`src/rtl/ps2_pkg.sv`:
```
// Shared types and helpers for the PS/2 receiver: FSM state encoding,
// frame bit counts and the odd-parity check.
package ps2_pkg;

  typedef enum logic [1:0] {
    IDLE   = 2'd0,
    DATA   = 2'd1,
    PARITY = 2'd2,
    STOP   = 2'd3
  } ps2_state_t;

  localparam int DATA_BITS  = 8;
  localparam int FRAME_BITS = 11;

  // True when data plus parity carry an odd number of ones.
  function automatic logic odd_parity(input logic [7:0] data, input logic parity);
    return ^{data, parity};
  endfunction

endpackage

```
`src/rtl/ps2_sync_fifo.sv`:
```
// First-word fall-through byte FIFO with ADDR_W+1 bit wrapping pointers;
// full and empty come straight from the pointer compare.
module ps2_sync_fifo #(
  parameter int DEPTH  = 32,
  parameter int ADDR_W = $clog2(DEPTH)
) (
  input  logic              clk,
  input  logic              rst,
  input  logic              push,
  input  logic [7:0]        push_data,
  input  logic              pop,
  output logic [7:0]        head,
  output logic              valid,
  output logic              full,
  output logic [ADDR_W:0]   count
);

  logic [7:0]      mem [DEPTH];
  logic [ADDR_W:0] wr_ptr;
  logic [ADDR_W:0] rd_ptr;
  logic            empty;
  logic            pop_ok;
  logic            push_ok;

  assign empty = (wr_ptr == rd_ptr);
  assign full  = (wr_ptr[ADDR_W] != rd_ptr[ADDR_W]) &&
                 (wr_ptr[ADDR_W-1:0] == rd_ptr[ADDR_W-1:0]);
  assign count = wr_ptr - rd_ptr;
  assign valid = !empty;

  // pop is honoured only while valid; push is honoured when not full or
  // when a pop frees the head slot in the same cycle.
  assign pop_ok  = pop && !empty;
  assign push_ok = push && (!full || pop_ok);

  assign head = empty ? 8'h00 : mem[rd_ptr[ADDR_W-1:0]];

  always_ff @(posedge clk) begin
    if (push_ok) begin
      mem[wr_ptr[ADDR_W-1:0]] <= push_data;
    end
  end

  always_ff @(posedge clk or posedge rst) begin
    if (rst) begin
      wr_ptr <= '0;
      rd_ptr <= '0;
    end else begin
      if (push_ok) wr_ptr <= wr_ptr + 1'b1;
      if (pop_ok)  rd_ptr <= rd_ptr + 1'b1;
    end
  end

endmodule

```
`src/rtl/ps2_rx_fifo.sv`:
```
// PS/2 keyboard receiver: synchroniser, glitch filter, frame FSM and byte FIFO.
// Optional idle-frame timeout is built when PS2_RX_TIMEOUT_EN is defined.
module ps2_rx_fifo
  import ps2_pkg::*;
#(
  parameter int DEPTH          = 32,
  parameter int FILTER_LEN     = 4,
  parameter int TIMEOUT_CYCLES = 100000,
  localparam int ADDR_W        = $clog2(DEPTH)
) (
  input  logic              system_clk,
  input  logic              reset,
  input  logic              PS2_clk,
  input  logic              PS2_data,
  input  logic              read,
  input  logic              clr_ovf,
  output logic [7:0]        out,
  output logic              valid,
  output logic              full,
  output logic [ADDR_W:0]   count,
  output logic              overflow,
  output logic              frame_err
);

  if (DEPTH < 2 || DEPTH > 256 || (DEPTH & (DEPTH - 1)) != 0 ||
      FILTER_LEN < 1 || TIMEOUT_CYCLES < 1) begin : g_param_check
    $error("ps2_rx_fifo: illegal parameter combination");
  end

  localparam int FW = $clog2(FILTER_LEN + 1);

  // Index 1 carries the PS/2 clock, index 0 the PS/2 data line.
  logic [1:0]    sync1;
  logic [1:0]    sync2;
  logic [1:0]    filt;
  logic [FW-1:0] fcnt [2];
  logic          clk_prev;
  logic          fall;
  logic          bit_in;

  always_ff @(posedge system_clk or posedge reset) begin
    if (reset) begin
      sync1    <= 2'b11;
      sync2    <= 2'b11;
      filt     <= 2'b11;
      clk_prev <= 1'b1;
      for (int i = 0; i < 2; i++) fcnt[i] <= '0;
    end else begin
      sync1    <= {PS2_clk, PS2_data};
      sync2    <= sync1;
      clk_prev <= filt[1];
      for (int i = 0; i < 2; i++) begin
        if (sync2[i] == filt[i]) begin
          fcnt[i] <= '0;
        end else if (fcnt[i] == FW'(FILTER_LEN - 1)) begin
          filt[i] <= sync2[i];
          fcnt[i] <= '0;
        end else begin
          fcnt[i] <= fcnt[i] + 1'b1;
        end
      end
    end
  end

  assign fall   = clk_prev && !filt[1];
  assign bit_in = filt[0];

  ps2_state_t state;
  ps2_state_t state_next;
  logic [2:0] bit_cnt;
  logic [2:0] bit_cnt_next;
  logic [7:0] shift;
  logic [7:0] shift_next;
  logic       par_bit;
  logic       par_bit_next;
  logic       frame_done;
  logic       frame_good;
  logic       timeout;
  logic       wr_pend;
  logic [7:0] wr_byte;
  logic       ovf_evt;

`ifdef PS2_RX_TIMEOUT_EN
  localparam int TO_W = $clog2(TIMEOUT_CYCLES + 1);
  logic [TO_W-1:0] to_cnt;

  always_ff @(posedge system_clk or posedge reset) begin
    if (reset) begin
      to_cnt <= '0;
    end else if (state == IDLE || fall || timeout) begin
      to_cnt <= '0;
    end else begin
      to_cnt <= to_cnt + 1'b1;
    end
  end

  assign timeout = (state != IDLE) && !fall && (to_cnt == TO_W'(TIMEOUT_CYCLES - 1));
`else
  assign timeout = 1'b0;
`endif

  always_comb begin
    state_next   = state;
    bit_cnt_next = bit_cnt;
    shift_next   = shift;
    par_bit_next = par_bit;
    frame_done   = 1'b0;
    frame_good   = 1'b0;
    if (timeout) begin
      state_next = IDLE;
    end else if (fall) begin
      unique case (state)
        IDLE: begin
          if (!bit_in) begin
            state_next   = DATA;
            bit_cnt_next = '0;
          end
        end
        DATA: begin
          shift_next   = {bit_in, shift[7:1]};
          bit_cnt_next = bit_cnt + 1'b1;
          if (bit_cnt == 3'(DATA_BITS - 1)) state_next = PARITY;
        end
        PARITY: begin
          par_bit_next = bit_in;
          state_next   = STOP;
        end
        STOP: begin
          frame_done = 1'b1;
          frame_good = bit_in && odd_parity(shift, par_bit);
          state_next = IDLE;
        end
        default: state_next = IDLE;
      endcase
    end
  end

  always_ff @(posedge system_clk or posedge reset) begin
    if (reset) begin
      state     <= IDLE;
      bit_cnt   <= '0;
      shift     <= '0;
      par_bit   <= 1'b0;
      wr_pend   <= 1'b0;
      wr_byte   <= '0;
      frame_err <= 1'b0;
    end else begin
      state     <= state_next;
      bit_cnt   <= bit_cnt_next;
      shift     <= shift_next;
      par_bit   <= par_bit_next;
      wr_pend   <= frame_done && frame_good;
      frame_err <= (frame_done && !frame_good) || timeout;
      if (frame_done) wr_byte <= shift;
    end
  end

  // A set request in the same cycle as clr_ovf keeps the flag high.
  assign ovf_evt = wr_pend && full && !(read && valid);

  always_ff @(posedge system_clk or posedge reset) begin
    if (reset) begin
      overflow <= 1'b0;
    end else if (ovf_evt) begin
      overflow <= 1'b1;
    end else if (clr_ovf) begin
      overflow <= 1'b0;
    end
  end

  ps2_sync_fifo #(
    .DEPTH  (DEPTH),
    .ADDR_W (ADDR_W)
  ) u_fifo (
    .clk       (system_clk),
    .rst       (reset),
    .push      (wr_pend),
    .push_data (wr_byte),
    .pop       (read),
    .head      (out),
    .valid     (valid),
    .full      (full),
    .count     (count)
  );

endmodule

```
`config.mk`:
```
export PLATFORM = sky130hd
export DESIGN_NAME = ps2_rx_fifo
export DESIGN_NICKNAME = d
export VERILOG_FILES = /design/src/rtl/ps2_pkg.sv /design/src/rtl/ps2_sync_fifo.sv /design/src/rtl/ps2_rx_fifo.sv
export SDC_FILE = /design/constraint.sdc
export NUM_CORES = 1
export LEC_CHECK = 0
export ABC_AREA = 1
export CAP_MARGIN = 25
export CORE_MARGIN = 2
export CORE_UTILIZATION = 50
export DETAILED_ROUTE_END_ITERATION = 6
export GPL_ROUTABILITY_DRIVEN = 0
export PLACE_DENSITY = 0.62
export RECOVER_POWER = 100
export SLEW_MARGIN = 20
export SYNTH_ARGS = -nofsm -noshare
export SYNTH_HDL_FRONTEND = slang
export SYNTH_SLANG_ARGS = --single-unit
export TNS_END_PERCENT = 50
```
`constraint.sdc`:
```
create_clock -name system_clk -period 5.65 [get_ports system_clk]
set_input_delay 0.565 -clock system_clk [delete_from_list [all_inputs] [get_ports system_clk]]
set_output_delay 0.565 -clock system_clk [all_outputs]
set_load 0.005 [all_outputs]
```
==> results by group, run 1 <==
Place
  – Placed wire-length estimate: 18,500 um
  – Pre-CTS setup slack: 1.49 ns
  – IO buf count: 23
  – Placed cell area: between 0.01 and 0.015 mm2

CTS
  – TritonCTS clock tree: built
  – CTS Buf Count: 34
  – H-tree depth: 2
  – Skew-Pair Late Insertion Delay: 0.51 ns
  – Clock Tree Buf Depth: 3
  – Clk slew on worst S/H paths: 0.06 ns
  – Hold_buf cts: 0
  – Clk sinks: 306
  – Number of setup buffers added after CTS: 0
  – PostCTS Resize Cnt: 0
  – Root buf cell: clkbuf_16

Global routing
  – Met1 Use GR: 32.3%
  – GRT Util Overall: about 23%
  – M2 GR Usage: 35.7%
  – Grt total ovfl: 0
  – Pin count of the biggest net entering global routing: 87
  – GRT busiest layer: met2
  – Initial antenna violation count: 0
  – Met3 Track Usage GR: 3.84%
  – Vias in the first global route: between 8k and 9k
  – First-pass GRT wire length: roughly 48,000 um

Drt
  – Routed Antenna Nets: 0
  – WL/cell: 19.3 um
  – DRC violation count after routing: 0
  – Via/cell ratio: about 5.4
  – DRT Wirelength: 30,700 um
  – DR pass1 iterations: 5
  – Initial DRC count: 975
  – Vias: 8,664

Final layout
  – Final nets: 1,258
  – Synth-to-layout area growth: 11.2%
  – Most frequent cells in the layout: 257 x nand2_1, 256 x edfxtp_1, 231 x nor2_1
  – Share of post-route cells with drive strength above 1: about 6.0%
  – Design area: 0.0146 mm2
  – Most common cell after layout, fill and taps aside: nand2_1
  – Antenna diodes: 0

Power and ir drop
  – Peak VDD IR: around 370 uV
  – Logic pwr share: 33.5%
  – Sequential share of power: 38.4%
  – Sw Share: 36.9%
  – Psw: 2.74 mW
  – Int Pwr: 4.68 mW
  – Power share of the clock group: 28.1%
  – Power density cells: 510 mW/mm2
  – LEAKAGE: 5.61 nW

Timing
  – Unrepaired setup endpoints after global routing: false
  – Setup_tns: 0 ns
  – Max Slew Vio Count: between 150 and 200
  – Post-layout min period: 4.87 ns
  – Slew @ Worst Pin: 2.75 ns
  – Maximum clock rate: 0.205 GHz
  – Relative slew slack: -83.6%
  – Tcrit/Tclk final: 86.2%
  – Worst hold-check slack: 0.348 ns
  – Final count of hold timing violations: 0
  – Final setup vio count: 0
  – Final worst setup slack: between 0.7 and 0.8 ns
  – Skew final: 0.0119 ns

Floorplan
  – # rows: 59
  – Io pins: 24
  – Core Region: 0.0258 mm2
  – Die height: 166 um
  – Die W: approximately 170 um
  – Initial core utilization: 50.6%
  – Die area: 0.0275 mm2

Synth
  – Synth Cell Area: 0.0131 mm2
  – Post-Syn Instances: ~1.2k
  – Async set-reset flop share out of synthesis: ~16%
  – Net Count, Synth: 1,234
  – Synth top area share: 58.8%
  – EDFF count, synth: 256
  – Ys flop type: edfxtp_1
  – #FFs+latches synth: 306
  – Synth cell types: 35
  – Register area share after synthesis: between 60 and 70%
  – Yosys warns: 0
  – Syn avg cell area: around 11 um2
  – Cell taking the most area after synthesis: edfxtp_1
  – Top area cells in the synthesized netlist: edfxtp_1 59%, dfrtp_1 8.2%, nand2_1 7.3%

Status
  – Outcome: finished, violations left
  – Failing checks: max-capacitance violations, max-slew violations

Critical path
  – CP Capture Type: output pin
  – FF-to-FF path depth: 9
  – Crit path DAT: 4.30 ns
  – CP startpoint kind: flop
  – CP Data Required Time: 5.09 ns
  – Worst-path fanout max: 86
  – Crit Path Category: reg -> out

Hold path
  – Hold path depth: 0
  – Hold WC Path Type: reg -> reg

Flow run
  – Max cap viols: 5
[kinds of logic after synthesis]
family | count (synthesis) | synth area share, %
and+or+nand+nor | 580 | 18.1
buffers and inverters | 121 | 3.92
AOI/OAI and AO/OA | 166 | 6.61
xor gates and xnor gates | 14 | 0.937
DFF | 306 | 68.4
adders and majority gates | 20 | 1.97
muxes | 1 | 0.0861
[layout make-up]
type                            count  area [um2]
Clock buffer                       47         941
Timing Repair Buffer               40         314
Fill cell                        2185       11300
Sequential cell                   306        8950
Clock inverter                     13        97.6
Inverter                           69         260
Tap cell                          335         419
Multi-Input combinational cell    781        3570
[synth_stat cells, types with 2 or more instances]
cell type and count:
o21ai_0 131, ha_1 19, nor3_1 4, nand3_1 77
dfstp_2 7, inv_2 4, o211ai_1 8, nor3b_1 2
xnor2_1 5, clkbuf_1 17, o21ai_1 2, a21oi_1 21
clkinv_1 2, nor2_2 2, inv_1 62, buf_2 29
nor2_1 229, nand4_1 3, buf_1 4, nand2_1 253
nand2_8 2, xor2_1 9, o21ai_2 3, dfrtp_1 43
nand2_2 5, edfxtp_1 256
[registers in the layout (all words and copies together) (netlist names), 3 cells and up]
name           count
u_fifo.wr_ptr      6
shift              8
fcnt               6
u_fifo.rd_ptr      6
bit_cnt            3
u_fifo.mem       256
wr_byte            8
[metrics by stage]
stage,power [mW],std cells,util (%)
after global routing,7.88,1591,56.3
after CTS,7.51,1591,56.7
after global placement,5.40,1531,52.7
after floorplan,4.46,1208,-
final,7.42,1591,56.3
after detailed placement,5.42,1531,52.7
[path summary, 6_finish.rpt]
| check | from | slack (ns) | endpoint |
|---|---|---|---|
| worst max-delay path | u_fifo.rd_ptr[0]$_DFFE_PP0P_ | 0.78 | out[3] |
| worst min-delay path | sync1[0]$_DFF_PP1_ | 0.35 | sync2[0]$_DFF_PP1_ |
| worst max register to register | u_fifo.rd_ptr[0]$_DFFE_PP0P_ | 1.10 | u_fifo.mem[12][0]$_DFFE_PP_ |
| worst min register to register | sync1[0]$_DFF_PP1_ | 0.35 | sync2[0]$_DFF_PP1_ |
| max in group asynchronous | reset | 2.18 | u_fifo.rd_ptr[0]$_DFFE_PP0P_ |
| min in group asynchronous | reset | 1.54 | shift[0]$_DFFE_PP0P_ |
[routing by layer]
metal / share of wire (%) / up-vias
li1: - / 4134
met1: 44 / 4183
met2: 46 / 292
met3: 7.6 / 55
met4: 2.5 / 0
met5: 0 / -
[power by group through the flow]
stage / sequential [mW] / clock, mW / combinational (mW)
2_1_floorplan: 2.79 / 0 / 1.68
3_3_place_gp: 2.88 / 0 / 2.52
3_5_place_dp: 2.89 / 0 / 2.53
4_1_cts: 2.85 / 2.11 / 2.55
5_1_grt: 2.87 / 2.21 / 2.80
6_report: 2.85 / 2.08 / 2.48
[critical path: stages, from the launching register on]
cell and delay [ns]:
dfrtp_4 0.80, inv_2 0.72, clkbuf_2 0.76, o21ai_0 0.23, a21oi_1 0.27, nor2_1 0.12
nand2_1 0.13, nand2_1 0.06, nor2_1 0.10, dlygate4sd3_1 0.57
Note: power is estimated with default switching activity, not from simulation.
==> run 2: changes to the inputs <==
--- a/config.mk
+++ b/config.mk
@@ -10,7 +10,6 @@
 export CORE_MARGIN = 2
 export CORE_UTILIZATION = 50
 export DETAILED_ROUTE_END_ITERATION = 6
-export GPL_ROUTABILITY_DRIVEN = 0
 export PLACE_DENSITY = 0.62
 export RECOVER_POWER = 100
 export SLEW_MARGIN = 20
==> results of run 2 <==
The final DEF is identical to that of run 1; final timing and power are the same.
